`src/rtl/dcache_sram_wr_ctrl_if.sv`:
```
// Bus bundle for the data-cache SRAM write-port controller: refill control,
// memory read request/response, CPU store port and SRAM write port.
//
// Handshakes: a transfer happens on a clock edge where valid and ready are
// both 1. The controller keeps mem_req_valid asserted with a stable
// index/crit until mem_req_ready is seen. mem_rready is level-high for the
// whole fill because the SRAM never stalls. st_ready is a combinational
// function of the current inputs and does not depend on st_valid.
interface dcache_sram_wr_ctrl_if #(
  parameter int ADDR_WIDTH = 9,
  parameter int DATA_WIDTH = 32,
  parameter int BE_WIDTH   = 4,
  parameter int OFFS_WIDTH = 3,
  parameter int IDX_WIDTH  = 6
);
  logic                  refill_req;
  logic [IDX_WIDTH-1:0]  refill_index;
  logic [OFFS_WIDTH-1:0] refill_crit;
  logic                  refill_busy;
  logic                  refill_done;
  logic                  refill_err;
  logic                  mem_req_valid;
  logic                  mem_req_ready;
  logic [IDX_WIDTH-1:0]  mem_req_index;
  logic [OFFS_WIDTH-1:0] mem_req_crit;
  logic                  mem_rvalid;
  logic                  mem_rready;
  logic [DATA_WIDTH-1:0] mem_rdata;
  logic                  mem_rlast;
  logic                  st_valid;
  logic                  st_ready;
  logic [ADDR_WIDTH-1:0] st_addr;
  logic [DATA_WIDTH-1:0] st_data;
  logic [BE_WIDTH-1:0]   st_be;
  logic                  sram_wr_en;
  logic [ADDR_WIDTH-1:0] sram_wr_addr;
  logic [DATA_WIDTH-1:0] sram_wr_data;
  logic [BE_WIDTH-1:0]   sram_wr_byte_en;

  // Controller side
  modport slave (
    input  refill_req, refill_index, refill_crit,
    input  mem_req_ready, mem_rvalid, mem_rdata, mem_rlast,
    input  st_valid, st_addr, st_data, st_be,
    output refill_busy, refill_done, refill_err,
    output mem_req_valid, mem_req_index, mem_req_crit, mem_rready,
    output st_ready,
    output sram_wr_en, sram_wr_addr, sram_wr_data, sram_wr_byte_en
  );

  // Environment side (cache control, memory, CPU, SRAM)
  modport master (
    output refill_req, refill_index, refill_crit,
    output mem_req_ready, mem_rvalid, mem_rdata, mem_rlast,
    output st_valid, st_addr, st_data, st_be,
    input  refill_busy, refill_done, refill_err,
    input  mem_req_valid, mem_req_index, mem_req_crit, mem_rready,
    input  st_ready,
    input  sram_wr_en, sram_wr_addr, sram_wr_data, sram_wr_byte_en
  );
endinterface

```
`src/rtl/dcache_sram_wr_ctrl.sv`:
```
// Data-cache SRAM write-port controller. Merges critical-word-first line
// refills and CPU store hits onto the single SRAM write port. Refill beats
// always win; stores to the line being filled are held off until the fill
// has finished so they cannot be overwritten by stale memory data.
module dcache_sram_wr_ctrl #(
  parameter int ADDR_WIDTH = 9,
  parameter int DATA_WIDTH = 32,
  parameter int BE_WIDTH   = 4,
  parameter int OFFS_WIDTH = 3,
  parameter int IDX_WIDTH  = 6
) (
  input  logic                   clk_i,
  input  logic                   rst_i,
  dcache_sram_wr_ctrl_if.slave   bus,
  output logic [1:0]             state_o
);

  typedef enum logic [1:0] {
    S_IDLE = 2'd0,
    S_REQ  = 2'd1,
    S_FILL = 2'd2,
    S_DONE = 2'd3
  } state_e;

  state_e                state_q, state_d;
  logic [IDX_WIDTH-1:0]  idx_q, idx_d;
  logic [OFFS_WIDTH-1:0] crit_q, crit_d;
  logic [OFFS_WIDTH-1:0] cnt_q, cnt_d;

  logic                  err_q;
  logic                  wr_en_q;
  logic [ADDR_WIDTH-1:0] wr_addr_q;
  logic [DATA_WIDTH-1:0] wr_data_q;
  logic [BE_WIDTH-1:0]   wr_be_q;

  logic                  beat_acc;
  logic                  last_beat;
  logic [OFFS_WIDTH-1:0] beat_offs;
  logic [IDX_WIDTH-1:0]  st_line;
  logic                  hazard;
  logic                  st_acc;

  // A beat is taken whenever memory offers one during FILL (rready is high).
  assign beat_acc  = (state_q == S_FILL) && bus.mem_rvalid;
  assign last_beat = (cnt_q == {OFFS_WIDTH{1'b1}});
  // Offset wraps naturally within the line because of the truncated width.
  assign beat_offs = crit_q + cnt_q;
  assign st_line   = bus.st_addr[ADDR_WIDTH-1:OFFS_WIDTH];

  // Line hazard: the store targets the line in flight, or the line that is
  // being requested this very cycle.
  assign hazard = ((state_q != S_IDLE) && (st_line == idx_q)) ||
                  ((state_q == S_IDLE) && bus.refill_req && (st_line == bus.refill_index));

  assign bus.st_ready = !beat_acc && !hazard;
  assign st_acc       = bus.st_valid && bus.st_ready;

  assign state_o = state_q;

  // State register with synchronous reset; a reset mid-refill aborts it.
  always_ff @(posedge clk_i) begin
    if (rst_i) begin
      state_q <= S_IDLE;
      idx_q   <= '0;
      crit_q  <= '0;
      cnt_q   <= '0;
    end else begin
      state_q <= state_d;
      idx_q   <= idx_d;
      crit_q  <= crit_d;
      cnt_q   <= cnt_d;
    end
  end

  // Next-state logic: request, collect eight beats, one-cycle done.
  always_comb begin
    state_d = state_q;
    idx_d   = idx_q;
    crit_d  = crit_q;
    cnt_d   = cnt_q;
    case (state_q)
      S_IDLE: begin
        if (bus.refill_req) begin
          idx_d   = bus.refill_index;
          crit_d  = bus.refill_crit;
          state_d = S_REQ;
        end
      end
      S_REQ: begin
        if (bus.mem_req_ready) begin
          cnt_d   = '0;
          state_d = S_FILL;
        end
      end
      S_FILL: begin
        if (bus.mem_rvalid) begin
          cnt_d = cnt_q + 1'b1;
          if (last_beat) begin
            state_d = S_DONE;
          end
        end
      end
      S_DONE: begin
        state_d = S_IDLE;
      end
      default: begin
        state_d = S_IDLE;
      end
    endcase
  end

  // Output decode from the current state.
  always_comb begin
    bus.refill_busy   = (state_q != S_IDLE);
    bus.refill_done   = (state_q == S_DONE);
    bus.mem_req_valid = (state_q == S_REQ);
    bus.mem_rready    = (state_q == S_FILL);
    bus.mem_req_index = idx_q;
    bus.mem_req_crit  = crit_q;
  end

  // Registered SRAM write port and rlast error pulse; beats beat stores.
  always_ff @(posedge clk_i) begin
    if (rst_i) begin
      err_q     <= 1'b0;
      wr_en_q   <= 1'b0;
      wr_addr_q <= '0;
      wr_data_q <= '0;
      wr_be_q   <= '0;
    end else begin
      err_q <= beat_acc && (bus.mem_rlast != last_beat);
      if (beat_acc) begin
        wr_en_q   <= 1'b1;
        wr_addr_q <= {idx_q, beat_offs};
        wr_data_q <= bus.mem_rdata;
        wr_be_q   <= {BE_WIDTH{1'b1}};
      end else if (st_acc) begin
        wr_en_q   <= 1'b1;
        wr_addr_q <= bus.st_addr;
        wr_data_q <= bus.st_data;
        wr_be_q   <= bus.st_be;
      end else begin
        wr_en_q   <= 1'b0;
      end
    end
  end

  assign bus.refill_err      = err_q;
  assign bus.sram_wr_en      = wr_en_q;
  assign bus.sram_wr_addr    = wr_addr_q;
  assign bus.sram_wr_data    = wr_data_q;
  assign bus.sram_wr_byte_en = wr_be_q;

endmodule

```
`src/flat_wrapper.sv`:
```
// flat-port wrapper written by rule: the top's interface ports become plain ports
module dcache_sram_wr_ctrl_flat 
#(
  parameter int ADDR_WIDTH = 9,
  parameter int DATA_WIDTH = 32,
  parameter int BE_WIDTH   = 4,
  parameter int OFFS_WIDTH = 3,
  parameter int IDX_WIDTH  = 6
)
  (clk_i, rst_i, state_o, bus_refill_req, bus_refill_index, bus_refill_crit, bus_mem_req_ready, bus_mem_rvalid, bus_mem_rdata, bus_mem_rlast, bus_st_valid, bus_st_addr, bus_st_data, bus_st_be, bus_refill_busy, bus_refill_done, bus_refill_err, bus_mem_req_valid, bus_mem_req_index, bus_mem_req_crit, bus_mem_rready, bus_st_ready, bus_sram_wr_en, bus_sram_wr_addr, bus_sram_wr_data, bus_sram_wr_byte_en);
  dcache_sram_wr_ctrl_if #(.ADDR_WIDTH(ADDR_WIDTH), .DATA_WIDTH(DATA_WIDTH), .BE_WIDTH(BE_WIDTH), .OFFS_WIDTH(OFFS_WIDTH), .IDX_WIDTH(IDX_WIDTH)) bus_i ();
  input  logic clk_i;
  input  logic rst_i;
  output logic [1:0] state_o;
  input wire logic [$bits(bus_i.refill_req)-1:0] bus_refill_req;
  input wire logic [$bits(bus_i.refill_index)-1:0] bus_refill_index;
  input wire logic [$bits(bus_i.refill_crit)-1:0] bus_refill_crit;
  input wire logic [$bits(bus_i.mem_req_ready)-1:0] bus_mem_req_ready;
  input wire logic [$bits(bus_i.mem_rvalid)-1:0] bus_mem_rvalid;
  input wire logic [$bits(bus_i.mem_rdata)-1:0] bus_mem_rdata;
  input wire logic [$bits(bus_i.mem_rlast)-1:0] bus_mem_rlast;
  input wire logic [$bits(bus_i.st_valid)-1:0] bus_st_valid;
  input wire logic [$bits(bus_i.st_addr)-1:0] bus_st_addr;
  input wire logic [$bits(bus_i.st_data)-1:0] bus_st_data;
  input wire logic [$bits(bus_i.st_be)-1:0] bus_st_be;
  output wire logic [$bits(bus_i.refill_busy)-1:0] bus_refill_busy;
  output wire logic [$bits(bus_i.refill_done)-1:0] bus_refill_done;
  output wire logic [$bits(bus_i.refill_err)-1:0] bus_refill_err;
  output wire logic [$bits(bus_i.mem_req_valid)-1:0] bus_mem_req_valid;
  output wire logic [$bits(bus_i.mem_req_index)-1:0] bus_mem_req_index;
  output wire logic [$bits(bus_i.mem_req_crit)-1:0] bus_mem_req_crit;
  output wire logic [$bits(bus_i.mem_rready)-1:0] bus_mem_rready;
  output wire logic [$bits(bus_i.st_ready)-1:0] bus_st_ready;
  output wire logic [$bits(bus_i.sram_wr_en)-1:0] bus_sram_wr_en;
  output wire logic [$bits(bus_i.sram_wr_addr)-1:0] bus_sram_wr_addr;
  output wire logic [$bits(bus_i.sram_wr_data)-1:0] bus_sram_wr_data;
  output wire logic [$bits(bus_i.sram_wr_byte_en)-1:0] bus_sram_wr_byte_en;
  assign bus_i.refill_req = bus_refill_req;
  assign bus_i.refill_index = bus_refill_index;
  assign bus_i.refill_crit = bus_refill_crit;
  assign bus_i.mem_req_ready = bus_mem_req_ready;
  assign bus_i.mem_rvalid = bus_mem_rvalid;
  assign bus_i.mem_rdata = bus_mem_rdata;
  assign bus_i.mem_rlast = bus_mem_rlast;
  assign bus_i.st_valid = bus_st_valid;
  assign bus_i.st_addr = bus_st_addr;
  assign bus_i.st_data = bus_st_data;
  assign bus_i.st_be = bus_st_be;
  assign bus_refill_busy = bus_i.refill_busy;
  assign bus_refill_done = bus_i.refill_done;
  assign bus_refill_err = bus_i.refill_err;
  assign bus_mem_req_valid = bus_i.mem_req_valid;
  assign bus_mem_req_index = bus_i.mem_req_index;
  assign bus_mem_req_crit = bus_i.mem_req_crit;
  assign bus_mem_rready = bus_i.mem_rready;
  assign bus_st_ready = bus_i.st_ready;
  assign bus_sram_wr_en = bus_i.sram_wr_en;
  assign bus_sram_wr_addr = bus_i.sram_wr_addr;
  assign bus_sram_wr_data = bus_i.sram_wr_data;
  assign bus_sram_wr_byte_en = bus_i.sram_wr_byte_en;
  dcache_sram_wr_ctrl #(.ADDR_WIDTH(ADDR_WIDTH), .DATA_WIDTH(DATA_WIDTH), .BE_WIDTH(BE_WIDTH), .OFFS_WIDTH(OFFS_WIDTH), .IDX_WIDTH(IDX_WIDTH)) u_core (.clk_i(clk_i), .rst_i(rst_i), .bus(bus_i), .state_o(state_o));
endmodule
```
`config.mk`:
```
export PLATFORM = sky130hd
export DESIGN_NAME = dcache_sram_wr_ctrl_flat
export DESIGN_NICKNAME = d
export VERILOG_FILES = /design/src/rtl/dcache_sram_wr_ctrl_if.sv /design/src/rtl/dcache_sram_wr_ctrl.sv /design/src/flat_wrapper.sv
export SDC_FILE = /design/constraint.sdc
export NUM_CORES = 1
export LEC_CHECK = 0
export CORE_MARGIN = 2
export CORE_UTILIZATION = 36
export DETAILED_ROUTE_END_ITERATION = 16
export GPL_TIMING_DRIVEN = 0
export HOLD_SLACK_MARGIN = 0.15
export PLACE_DENSITY = 0.82
export SLEW_MARGIN = 15
export SYNTH_ARGS = -nofsm -noshare
export SYNTH_HDL_FRONTEND = slang
export SYNTH_SLANG_ARGS = --single-unit
```
`constraint.sdc`:
```
create_clock -name clk_i -period 1.76 [get_ports clk_i]
set_input_delay 0.44 -clock clk_i [delete_from_list [all_inputs] [get_ports clk_i]]
set_output_delay 0.44 -clock clk_i [all_outputs]
set_load 0.01 [all_outputs]
```
==> results.yml, run 1 <==
critical_path:
  cp_data_arrival_time_ps: 1640
  startpoint_type: "input pin"
  cp_max_fo: 2
  cp_data_required_time_ps: 1320
  cp-end-kind: "output pin"
  path_class: "input pin to output pin"
global_route:
  grtUsageTotal_pct: 22.09
  grt_antenna_before_repair: 0
  grt_max_degree: 11
  grt-ovfl-total: 0
  grt_pass1_vias: 3047
  grt_first_pass_wirelength_um: 15010
finish:
  fill_cells: 605
  num_antenna_cells: 0
  nets: 600
  area_growth_syn_to_layout_pct: 83.29
  finalInstanceArea_um2: 5380
  drive_gt1_share_pct: 21.31
drt:
  routed_wirelength_um: 10600
  drc: 0
  first_iter_violations: 56
  wire_per_inst_um: 17.55
  ant_nets: 0
  vias: 3057
  vias_per_cell: 5.061
  drt-pass1-iter-count: 5
power_and_ir_drop:
  power_leakage_nw: 2.215
  ir_drop_mv: 0.7871
  power_density_nw_per_um2: 1021
clock_network:
  htree_levels: 3
  cts_tree: "yes"
  clk_pin_slew_worst_paths_ps: 60
  cts_hold_buf: 0
  cts.sinks: 61
  clock_latency_ps: 340
  cts.path.max_buffers: 2
  numCtsBuffers: 9
  ctsRootBufferMaster: "clkbuf_8"
sta:
  rsz0062_at_grt: "true"
  skew_ps: 5.151
  fin_crit_sh_pct: 118.0
  setup_viol: 46
  fmax_mhz: 481.5
  holdWs_ps: 436.8
  timing.setup.tns_ps: -8969
  drv_slew: 0
  post-route-min-period_ps: 2077
  finalHoldViolations: 0
  setup_ws_ps: -316.8
  slew_headroom_pct: 58.15
  worstMarginPinSlew_ps: 627.8
floorplan:
  die_width_um: 94.30
  die_h_um: 94.30
  coreArea_um2: 7807
  pin_count: 156
  die_area_um2: 8892
  start_util_pct: 37.60
  rows: 32
logic_synthesis:
  synth_cells: 311
  ys_warn_count: 0
  syn_avg_cell_area_um2: 9.438
  yosysSeqAreaShare_pct: 41.60
  netlist_area_um2: 2935
  ys_seq_elements: 61
  synth_cell_types: 28
  syn-num-nets: 412
placed_design:
  place.port_buffers: 153
  finalWeightedCongestion: 0.8193
  placed_cell_area_um2: 4644
  post-dp-hpwl_um: 7268
run_status:
  violations: "setup timing"
  status: "finished with violations"
run:
  max-cap-violations: 0
hold_path:
  hp-class: "input pin to flop"
## Yosys cell counts
| cell | n | area [um2] |
|---|---|---|
| a221oi_2 | 1 | 15.01 |
| mux2i_1 | 46 | 460.4 |
| ha_1 | 7 | 87.58 |
| a22o_2 | 1 | 10.01 |
| nand2_1 | 20 | 75.07 |
| nor2_1 | 51 | 191.4 |
| nor3_1 | 3 | 15.01 |
| dlygate4sd3_1 | 3 | 30.03 |
| buf_6 | 1 | 11.26 |
| o21ai_0 | 5 | 25.02 |
| nor4_1 | 3 | 18.77 |
| fa_1 | 1 | 20.02 |
| a22oi_1 | 3 | 22.52 |
| xor2_1 | 12 | 105.1 |
| nand3_1 | 2 | 10.01 |
| buf_2 | 2 | 10.01 |
| buf_1 | 1 | 3.750 |
| nand2_2 | 2 | 12.51 |
| clkbuf_1 | 12 | 45.04 |
| inv_1 | 6 | 22.52 |
| nand2b_1 | 1 | 6.260 |
| xnor2_1 | 3 | 26.28 |
| a211oi_1 | 42 | 315.3 |
| buf_12 | 4 | 80.08 |
| a21oi_1 | 15 | 75.07 |
| buf_4 | 1 | 7.510 |
| dfxtp_1 | 61 | 1221 |
| and2_1 | 2 | 12.51 |
## kinds of logic after synthesis
kind of cell	synth area share (%)
XOR/XNOR	4.476
adder cells (fa/ha/maj)	3.666
AND/OR/NAND/NOR	11.64
multiplexers	15.69
flip-flops	41.60
buffers and inverters	7.161
AO/OA/AOI/OAI	15.77
## per-layer routing
| layer | track usage, % | wire length [um] |
|---|---|---|
| met1 | 24.55 | 4108 |
| met2 | 39.17 | 5464 |
| met3 | 6.982 | 802 |
| met4 | 8.333 | 225 |
| met5 | 0 | 0 |
## area by class of cell
cell class	instances	area [um2]	area share (%)
clock buffers	13	168.9	3.140
flip-flops and latches	61	1241	23.07
clock inverters	1	30.03	0.5581
plain buffers	23	178.9	3.326
multi-input cells	220	1803	33.51
repair buffers	178	1803	33.51
well taps	102	127.6	2.372
inverters	6	27.53	0.5116
## path summary, 6_finish.rpt
path                                             startpoint                           to  slack, ps  depth (start not counted)
worst max-delay path                    bus_refill_index[3]                 bus_st_ready       -320                          6
worst min-delay path                                  rst_i   u_core.bus.sram_wr_addr[2]        440                          4
worst max register to register  u_core.bus.mem_req_index[5]   u_core.bus.sram_wr_data[1]       -210                          9
worst min register to register  u_core.bus.mem_req_index[0]  u_core.bus.mem_req_index[0]        490                          2
## metrics by stage
step	util [%]	total power, W	setup slack, ps	cells
global route	68.91	0.005793	-362.8	604
detailed placement	59.49	0.003898	-964.1	566
finish	68.91	0.005494	-316.8	604
CTS	64.42	0.005293	-307.7	592
floorplan	-	0.002849	7.228	311
global placement	59.49	0.003830	-974.4	566
## repair_timing
item                       4_1_cts  5_1_grt
buffers inserted                11       10
setup endpoints to repair       54       53
gates cloned                     1        4
pin swaps                        8       38
gates resized for setup         57       66
## registers in the layout, summed over array words and instances (netlist names)
signal and flops:
u_core.bus.refill_err 1, u_core.bus.sram_wr_en 1, u_core.cnt_q 3, u_core.bus.mem_req_index 6
u_core.state_o 2, u_core.bus.sram_wr_byte_en 4, u_core.bus.mem_req_crit 3, u_core.bus.sram_wr_data 32
u_core.bus.sram_wr_addr 9
## worst max-delay path: stages
cell	delay, ps
dlygate4sd2_1	260
xor2_1	180
nor3_2	350
a22o_2	230
nor2_2	40
buf_2	130
## cells in the final DEF, fill, tap and decap left out, types with 3 or more instances in the layout
| cell type | Yosys | final |
|---|---|---|
| dfxtp_2 | 0 | 4 |
| clkbuf_16 | 0 | 3 |
| buf_4 | 1 | 11 |
| dfxtp_1 | 61 | 53 |
| xor2_1 | 12 | 6 |
| mux2i_4 | 0 | 5 |
| clkbuf_2 | 0 | 7 |
| mux2i_2 | 0 | 5 |
| inv_1 | 6 | 4 |
| a21oi_1 | 15 | 15 |
| xnor2_1 | 3 | 3 |
| o21ai_0 | 5 | 5 |
| a211oi_2 | 0 | 12 |
| nand2_1 | 20 | 20 |
| a211oi_1 | 42 | 30 |
| buf_12 | 4 | 4 |
| clkdlybuf4s50_1 | 0 | 129 |
| buf_2 | 2 | 4 |
| clkbuf_1 | 12 | 9 |
| dfxtp_4 | 0 | 4 |
| a22oi_1 | 3 | 3 |
| xor2_2 | 0 | 4 |
| clkbuf_4 | 0 | 3 |
| nor2_1 | 51 | 50 |
| buf_6 | 1 | 9 |
| ha_1 | 7 | 6 |
| dlygate4sd2_1 | 0 | 15 |
| clkbuf_8 | 0 | 12 |
| mux2i_1 | 46 | 36 |
## power by group
group | switching (W) | leakage [nW] | internal, W | total, W
sequential | 0.000199 | 0.508 | 0.00166 | 0.00186
combinational | 0.00109 | 1.61 | 0.00125 | 0.00235
clock | 0.000533 | 0.102 | 0.000756 | 0.00129
total | 0.00182 | 2.22 | 0.00367 | 0.00549
Note: power is estimated with default switching activity, not from simulation.
==> run 2: changes to the inputs <==
--- a/config.mk
+++ b/config.mk
@@ -5,12 +5,14 @@
 export SDC_FILE = /design/constraint.sdc
 export NUM_CORES = 1
 export LEC_CHECK = 0
+export ABC_AREA = 1
 export CORE_MARGIN = 2
 export CORE_UTILIZATION = 36
 export DETAILED_ROUTE_END_ITERATION = 16
+export GPL_ROUTABILITY_DRIVEN = 0
 export GPL_TIMING_DRIVEN = 0
 export HOLD_SLACK_MARGIN = 0.15
-export PLACE_DENSITY = 0.82
+export PLACE_DENSITY = 0.8
 export SLEW_MARGIN = 15
 export SYNTH_ARGS = -nofsm -noshare
 export SYNTH_HDL_FRONTEND = slang
==> run 2 against run 1 <==
Net effect: the flow still finishes with violations (setup timing); utilization shrank 4.0 points; sequential cell count is the same; count of clock-buffer cells in the layout shrank 1; die area grew 4.4%; register-to-register slack lost 20 ps.
==> results.yml, run 2 <==
critical_path:
  cp_cell_sequence: "inv_2 > ha_4 > nand2_4 > inv_4 > o21ai_2 > nor2_1 > nand3_1 > nand2_2 > nor2_2 > buf_2"
  cp_max_fo: 3
  timing.reg2reg.setup_slack_ps: -230
  regToRegEndpoint: "u_core.bus.sram_wr_data[31]"
  cp_data_arrival_time_ps: 1590
  r2r.worst_path.cells: 15
  r2r-start: "u_core.state_o[0]"
  startpoint_type: "flop"
  cp_data_required_time_ps: 1320
  max_stage_delay_ps: 330
  worst-path-stages: 10
  cpMaxStageDelayCell: "dfxtp_2"
  path_delay_family: "simple AND/OR/NAND/NOR gates"
  crit_buf_inv: 3
  path_class: "flop to output pin"
  cp-end-kind: "output pin"
power_and_ir_drop:
  power_leakage_nw: 2.695
  p_sw_w: 0.001885
  clock_power_share_pct: 21.9
  internal-power_w: 0.003691
  pwr-share-seq_pct: 33.5
  p_sw_share_pct: 33.80
  ir_drop_mv: 0.6972
  power_frac_comb_pct: 44.6
  power_density_nw_per_um2: 1041
sta:
  fin_crit_sh_pct: 115.5
  setup_viol: 46
  post-route-min-period_ps: 2033
  finalHoldViolations: 0
  skew_ps: 9.283
  slew_headroom_pct: 66.95
  setup_ws_ps: -272.7
  drv_slew: 0
  rsz0062_at_grt: "true"
  worstMarginPinSlew_ps: 495.7
  fmax_mhz: 492.0
drt:
  ant_nets: 0
  vias_per_cell: 4.737
  routed_wirelength_um: 9939
  drt-pass1-iter-count: 4
  vias: 3463
  drc: 0
  wire_per_inst_um: 13.60
  first_iter_violations: 83
global_route:
  grtUsageTotal_pct: 20.74
  grt-ovfl-total: 0
  grt_pass1_vias: 3298
  grt_first_pass_wirelength_um: 14720
  grt_antenna_before_repair: 0
  grt_max_degree: 11
run_status:
  status: "finished with violations"
  violations: "setup timing"
clock_network:
  clock_latency_ps: 330
  ctsRootBufferMaster: "clkbuf_8"
  htree_levels: 3
  numCtsBuffers: 9
  cts.path.max_buffers: 2
  clk_pin_slew_worst_paths_ps: 70
  cts_tree: "yes"
  cts.sinks: 61
  cts_hold_buf: 0
placed_design:
  place.port_buffers: 154
  post-dp-hpwl_um: 7300
  dpl_worst_slack_ps: -792.4
finish:
  area_growth_syn_to_layout_pct: 74.56
  layout_commonest_cell: "clkdlybuf4s50_1"
  largest_reg_flops: 32
  num_antenna_cells: 0
  nets: 722
  finish.utilization_pct: 64.88
  seq_area_um2: 1226
  multi_input_area_um2: 1759
  final_cell_mix: "133 x clkdlybuf4s50_1, 122 x nand2_1, 69 x nor2_1, 59 x dfxtp_1, 34 x mux2i_1"
  fill_cells: 721
  drive_gt1_share_pct: 15.97
hold_path:
  whs_path_depth: 2
  hold_start: "u_core.bus.sram_wr_byte_en[0]"
  hp-class: "flop to flop"
  hold_end: "u_core.bus.sram_wr_byte_en[0]"
logic_synthesis:
  async_flop_share_pct: 0
  synthTopCellsByArea: "dfxtp_1 40%, nand2_1 15%, nor2_1 12%"
  yosysTopAreaCell: "dfxtp_1"
  syn_avg_cell_area_um2: 7.023
  netlist_area_um2: 3069
  synth_flop_cell: "dfxtp_1"
  synth_edf_count: 0
  synth_cells: 437
  ys_seq_elements: 61
  synth_top_area_share_pct: 39.79
  synth.cells.most_frequent: "126 x nand2_1, 96 x nor2_1, 61 x dfxtp_1"
  syn-num-nets: 538
  yosysSeqAreaShare_pct: 39.79
  synthMostInstantiatedCell: "nand2_1"
  ys_warn_count: 0
  synth_cell_types: 27
run:
  max-cap-violations: 0
floorplan:
  die_width_um: 96.34
  coreArea_um2: 8258
  rows: 33
  pin_count: 156
  start_util_pct: 37.17
  die_h_um: 96.34
  die_area_um2: 9280
## run 2: changes by cell type in the layout (fill, tap and decap cells not counted), sizes merged, moves of 3 or more
cell and change:
nor4 -3, nor2 +45, clkbuf -12, xor2 -10, a22oi -3, dlymetal6s2s +3, inv +22, clkdlybuf4s50 +4
nand3 +4, mux2i -12, nand2 +105, or2 +3, a211oi -41, o21ai +19
## run 2: worst min-delay path, stage by stage, from the launching register on
cell	delay, ps
dfxtp_1	310
nand3_1	70
a21oi_1	60
## run 2: cell families after synthesis
logic type	Yosys count	synth area share, %
buf+inv	51	7.337
mux	34	11.09
compound gates	45	7.950
xor+xnor	3	0.8563
fa+ha+maj	8	3.506
simple gates	235	29.47
flops	61	39.79
## run 2: area by class of cell
class | instances | area share (%)
timing repair buffer | 174 | 32.81
inverter | 29 | 2.195
clock buffer | 12 | 2.709
sequential | 61 | 22.89
tap | 105 | 2.452
buffer | 21 | 3.223
clock inverter | 4 | 0.8874
multi-input combinational | 325 | 32.84
## run 2: worst max-delay path by stage
stage | start | to
6_report | u_core.state_o[0] | bus_st_ready
5_1_grt | u_core.state_o[0] | bus_st_ready
4_1_cts | u_core.state_o[1] | bus_st_ready
3_5_place_dp | bus_refill_req | bus_st_ready
3_3_place_gp | bus_refill_req | bus_st_ready
2_1_floorplan | u_core.state_o[1] | u_core.bus.sram_wr_addr[0]
## run 2: per-layer routing
layer  share of wire (%)  global-route usage [%]
met1                  40                   23.69
met2                  52                   37.96
met3                 5.8                   3.837
met4                 2.1                   8.099
met5                   0                       0
## run 2: power groups by stage
stage	Combinational [W]	Clock (W)	Sequential, W
4_1_cts	0.00239	0.00125	0.00184
5_1_grt	0.00271	0.00131	0.00190
6_report	0.00249	0.00122	0.00187
3_5_place_dp	0.00212	0	0.00187
2_1_floorplan	0.000963	0	0.00197
3_3_place_gp	0.00208	0	0.00185
## run 2: metrics by stage
step	cells	hold WS [ps]	cell area [um2]	setup TNS, ps	total power, W
6_report	731	478.4	5358	-6506	0.005575
5_1_grt	731	481.9	5358	-13180	0.005921
4_1_cts	728	481.2	5211	-5432	0.005483
3_5_place_dp	696	471.0	4750	-26680	0.003991
3_3_place_gp	696	464.1	4750	-26120	0.003939
2_1_floorplan	437	458.1	3077	0	0.002931
## run 2: repair_timing
action | 4_1_cts | 5_1_grt
setup buffers | 13 | 4
endpoints found under the setup margin | 52 | 58
gates cloned | 3 | 0
resized for setup | 72 | 46
pin swaps | 10 | 9
==> run 3: changes to the inputs <==
--- a/config.mk
+++ b/config.mk
@@ -8,6 +8,7 @@
 export ABC_AREA = 1
 export CORE_MARGIN = 2
 export CORE_UTILIZATION = 36
+export CTS_BUF_LIST = sky130_fd_sc_hd__clkbuf_16
 export DETAILED_ROUTE_END_ITERATION = 16
 export GPL_ROUTABILITY_DRIVEN = 0
 export GPL_TIMING_DRIVEN = 0
==> run 3 against run 2 <==
Net effect: the flow still finishes with violations (setup timing); critical path depth did not move; die area did not move; clock power rose by 38%; routed wire length rose by 4.0%; first-iteration DRC count rose by 39%; global-route usage rose by 0.93 points; setup slack got worse by 20 ps; sequential cell count did not move; sequential share of layout area fell by 0.83 points; fmax fell by 0.96%; register-to-register slack barely moved; critical path type unchanged; largest cell class unchanged.
==> results.yml, run 3 (synthesized netlist as in run 2, its figures left out) <==
global_route:
  grt-ovfl-total: 0
  grt_max_degree: 11
  grtUsageTotal_pct: 21.67
  grt_antenna_before_repair: 0
  grt_first_pass_wirelength_um: 15370
  grt_pass1_vias: 3381
critical_path:
  r2r-start: "u_core.state_o[1]"
  regToRegEndpoint: "u_core.bus.sram_wr_data[12]"
  cp_max_fo: 4
  crit_start: "u_core.state_o[1]"
  r2r.worst_path.cells: 15
  startpoint_type: "flop"
  cp_data_required_time_ps: 1320
  path_class: "flop to output pin"
  cp_data_arrival_time_ps: 1610
  timing.reg2reg.setup_slack_ps: -220
  cp-end-kind: "output pin"
drt:
  vias_per_cell: 4.724
  wire_per_inst_um: 14.01
  dr_wl_met3_um: 539
  vias: 3486
  routed_wirelength_um: 10340
  drt-pass1-iter-count: 4
  wl_met2_um: 5618
  wl_met1_um: 4117
  drc: 0
  dr.max_layer_used: "met4"
  first_iter_violations: 115
  ant_nets: 0
sta:
  timing.setup.tns_ps: -9141
  post-route-min-period_ps: 2052
  holdWs_ps: 477.3
  worstMarginPinSlew_ps: 504.7
  slew_headroom_pct: 66.35
  rsz0062_at_grt: "true"
  fmax_mhz: 487.3
  finalHoldViolations: 0
  drv_slew: 0
  setup_ws_ps: -292.3
  skew_ps: 6.614
  setup_viol: 46
  fin_crit_sh_pct: 116.6
clock_network:
  cts_tree: "yes"
  clock_latency_ps: 320
  numCtsBuffers: 9
  ctsRootBufferMaster: "clkbuf_16"
  cts_hold_buf: 0
  clk_pin_slew_worst_paths_ps: 50
  htree_levels: 3
  cts.sinks: 61
  cts.path.max_buffers: 2
finish:
  nets: 729
  finalInstanceArea_um2: 5560
  finish.utilization_pct: 67.33
  largest_reg_flops: 32
  fill_cells: 689
  area_growth_syn_to_layout_pct: 81.17
  num_antenna_cells: 0
  layout_commonest_cell: "clkdlybuf4s50_1"
  drive_gt1_share_pct: 16.90
  final_cell_mix: "135 x clkdlybuf4s50_1, 124 x nand2_1, 66 x nor2_1, 59 x dfxtp_1, 34 x mux2i_1"
power_and_ir_drop:
  internal-power_w: 0.004181
  power_leakage_nw: 2.763
  power_frac_comb_pct: 42.5
  p_sw_share_pct: 32.44
  clock_power_share_pct: 27.1
  power_density_nw_per_um2: 1113
  p_sw_w: 0.002007
  ir_drop_mv: 0.6453
  pwr-share-seq_pct: 30.4
run_status:
  status: "finished with violations"
  violations: "setup timing"
placed_design:
  placed_cell_area_um2: 4750
  place.port_buffers: 154
  dpl_worst_slack_ps: -792.4
  post-dp-hpwl_um: 7300
floorplan:
  die_h_um: 96.34
  rows: 33
  coreArea_um2: 8258
  die_area_um2: 9280
  pin_count: 156
  start_util_pct: 37.17
  die_width_um: 96.34
run:
  max-cap-violations: 0
hold_path:
  hold_end: "u_core.bus.sram_wr_byte_en[0]"
  hold_start: "u_core.bus.sram_wr_byte_en[0]"
  whs_path_depth: 2
  hp-class: "flop to flop"
[run 3: cell types whose count changed in the layout (fill, tap and decap cells not counted), sizes merged, moves of 2 or more]
cell | previous run | this run
buf | 33 | 41
clkbuf | 22 | 18
clkdlybuf4s50 | 133 | 135
inv | 28 | 30
[run 3: stage by stage]
| stage | cells | power [W] |
|---|---|---|
| floorplan | 437 | 0.002931 |
| global placement | 696 | 0.003939 |
| detailed placement | 696 | 0.003991 |
| CTS | 733 | 0.006014 |
| global route | 738 | 0.006540 |
| finish | 738 | 0.006188 |
[run 3: metal layers]
layer  up-vias  global-route usage (%)
li1       1755                       -
met1      1622                   24.19
met2       102                   41.20
met3         7                   4.385
met4         0                   6.103
met5         -                       0
[run 3: power by group through the flow]
stage	combinational, W	clock, W	sequential, W
floorplan	0.000963	0	0.00197
global placement	0.00208	0	0.00185
detailed placement	0.00212	0	0.00187
CTS	0.00248	0.00169	0.00185
global route	0.00287	0.00176	0.00192
finish	0.00263	0.00168	0.00188
[run 3: critical path: stages (launching register included)]
cell	delay, ps
dfxtp_4	360
inv_4	70
ha_4	150
nand2_4	70
inv_4	60
o21ai_2	40
nor2_1	110
nand3_1	140
nand2_2	120
nor2_2	40
buf_2	140
[run 3: timing repair]
| action | in CTS | in global routing |
|---|---|---|
| resized for setup | 90 | 40 |
| setup buffers | 14 | 6 |
| cloned | 7 | 0 |
| setup endpoints to repair | 52 | 59 |
| pin swaps | 19 | 13 |
| endpoints found under the hold margin | 0 | 0 |
[run 3: final cells by class]
type | count | area [um2] | area share, %
sequential | 61 | 1226 | 22.05
clock inverter | 7 | 58.81 | 1.058
multi-input combinational | 325 | 1767 | 31.77
buffer | 21 | 178.9 | 3.218
clock buffer | 9 | 225.2 | 4.050
tap | 105 | 131.4 | 2.363
timing repair buffer | 181 | 1853 | 33.33
inverter | 29 | 120.1 | 2.160
[run 3: worst max-delay path by stage]
stage                     slack (ps)                         end  depth (start not counted)
after floorplan                    4  u_core.bus.sram_wr_addr[0]                         13
after CTS                       -250                bus_st_ready                         10
after global placement          -790                bus_st_ready                          9
after detailed placement        -790                bus_st_ready                          9
final                           -290                bus_st_ready                         10
after global routing            -400                bus_st_ready                         10
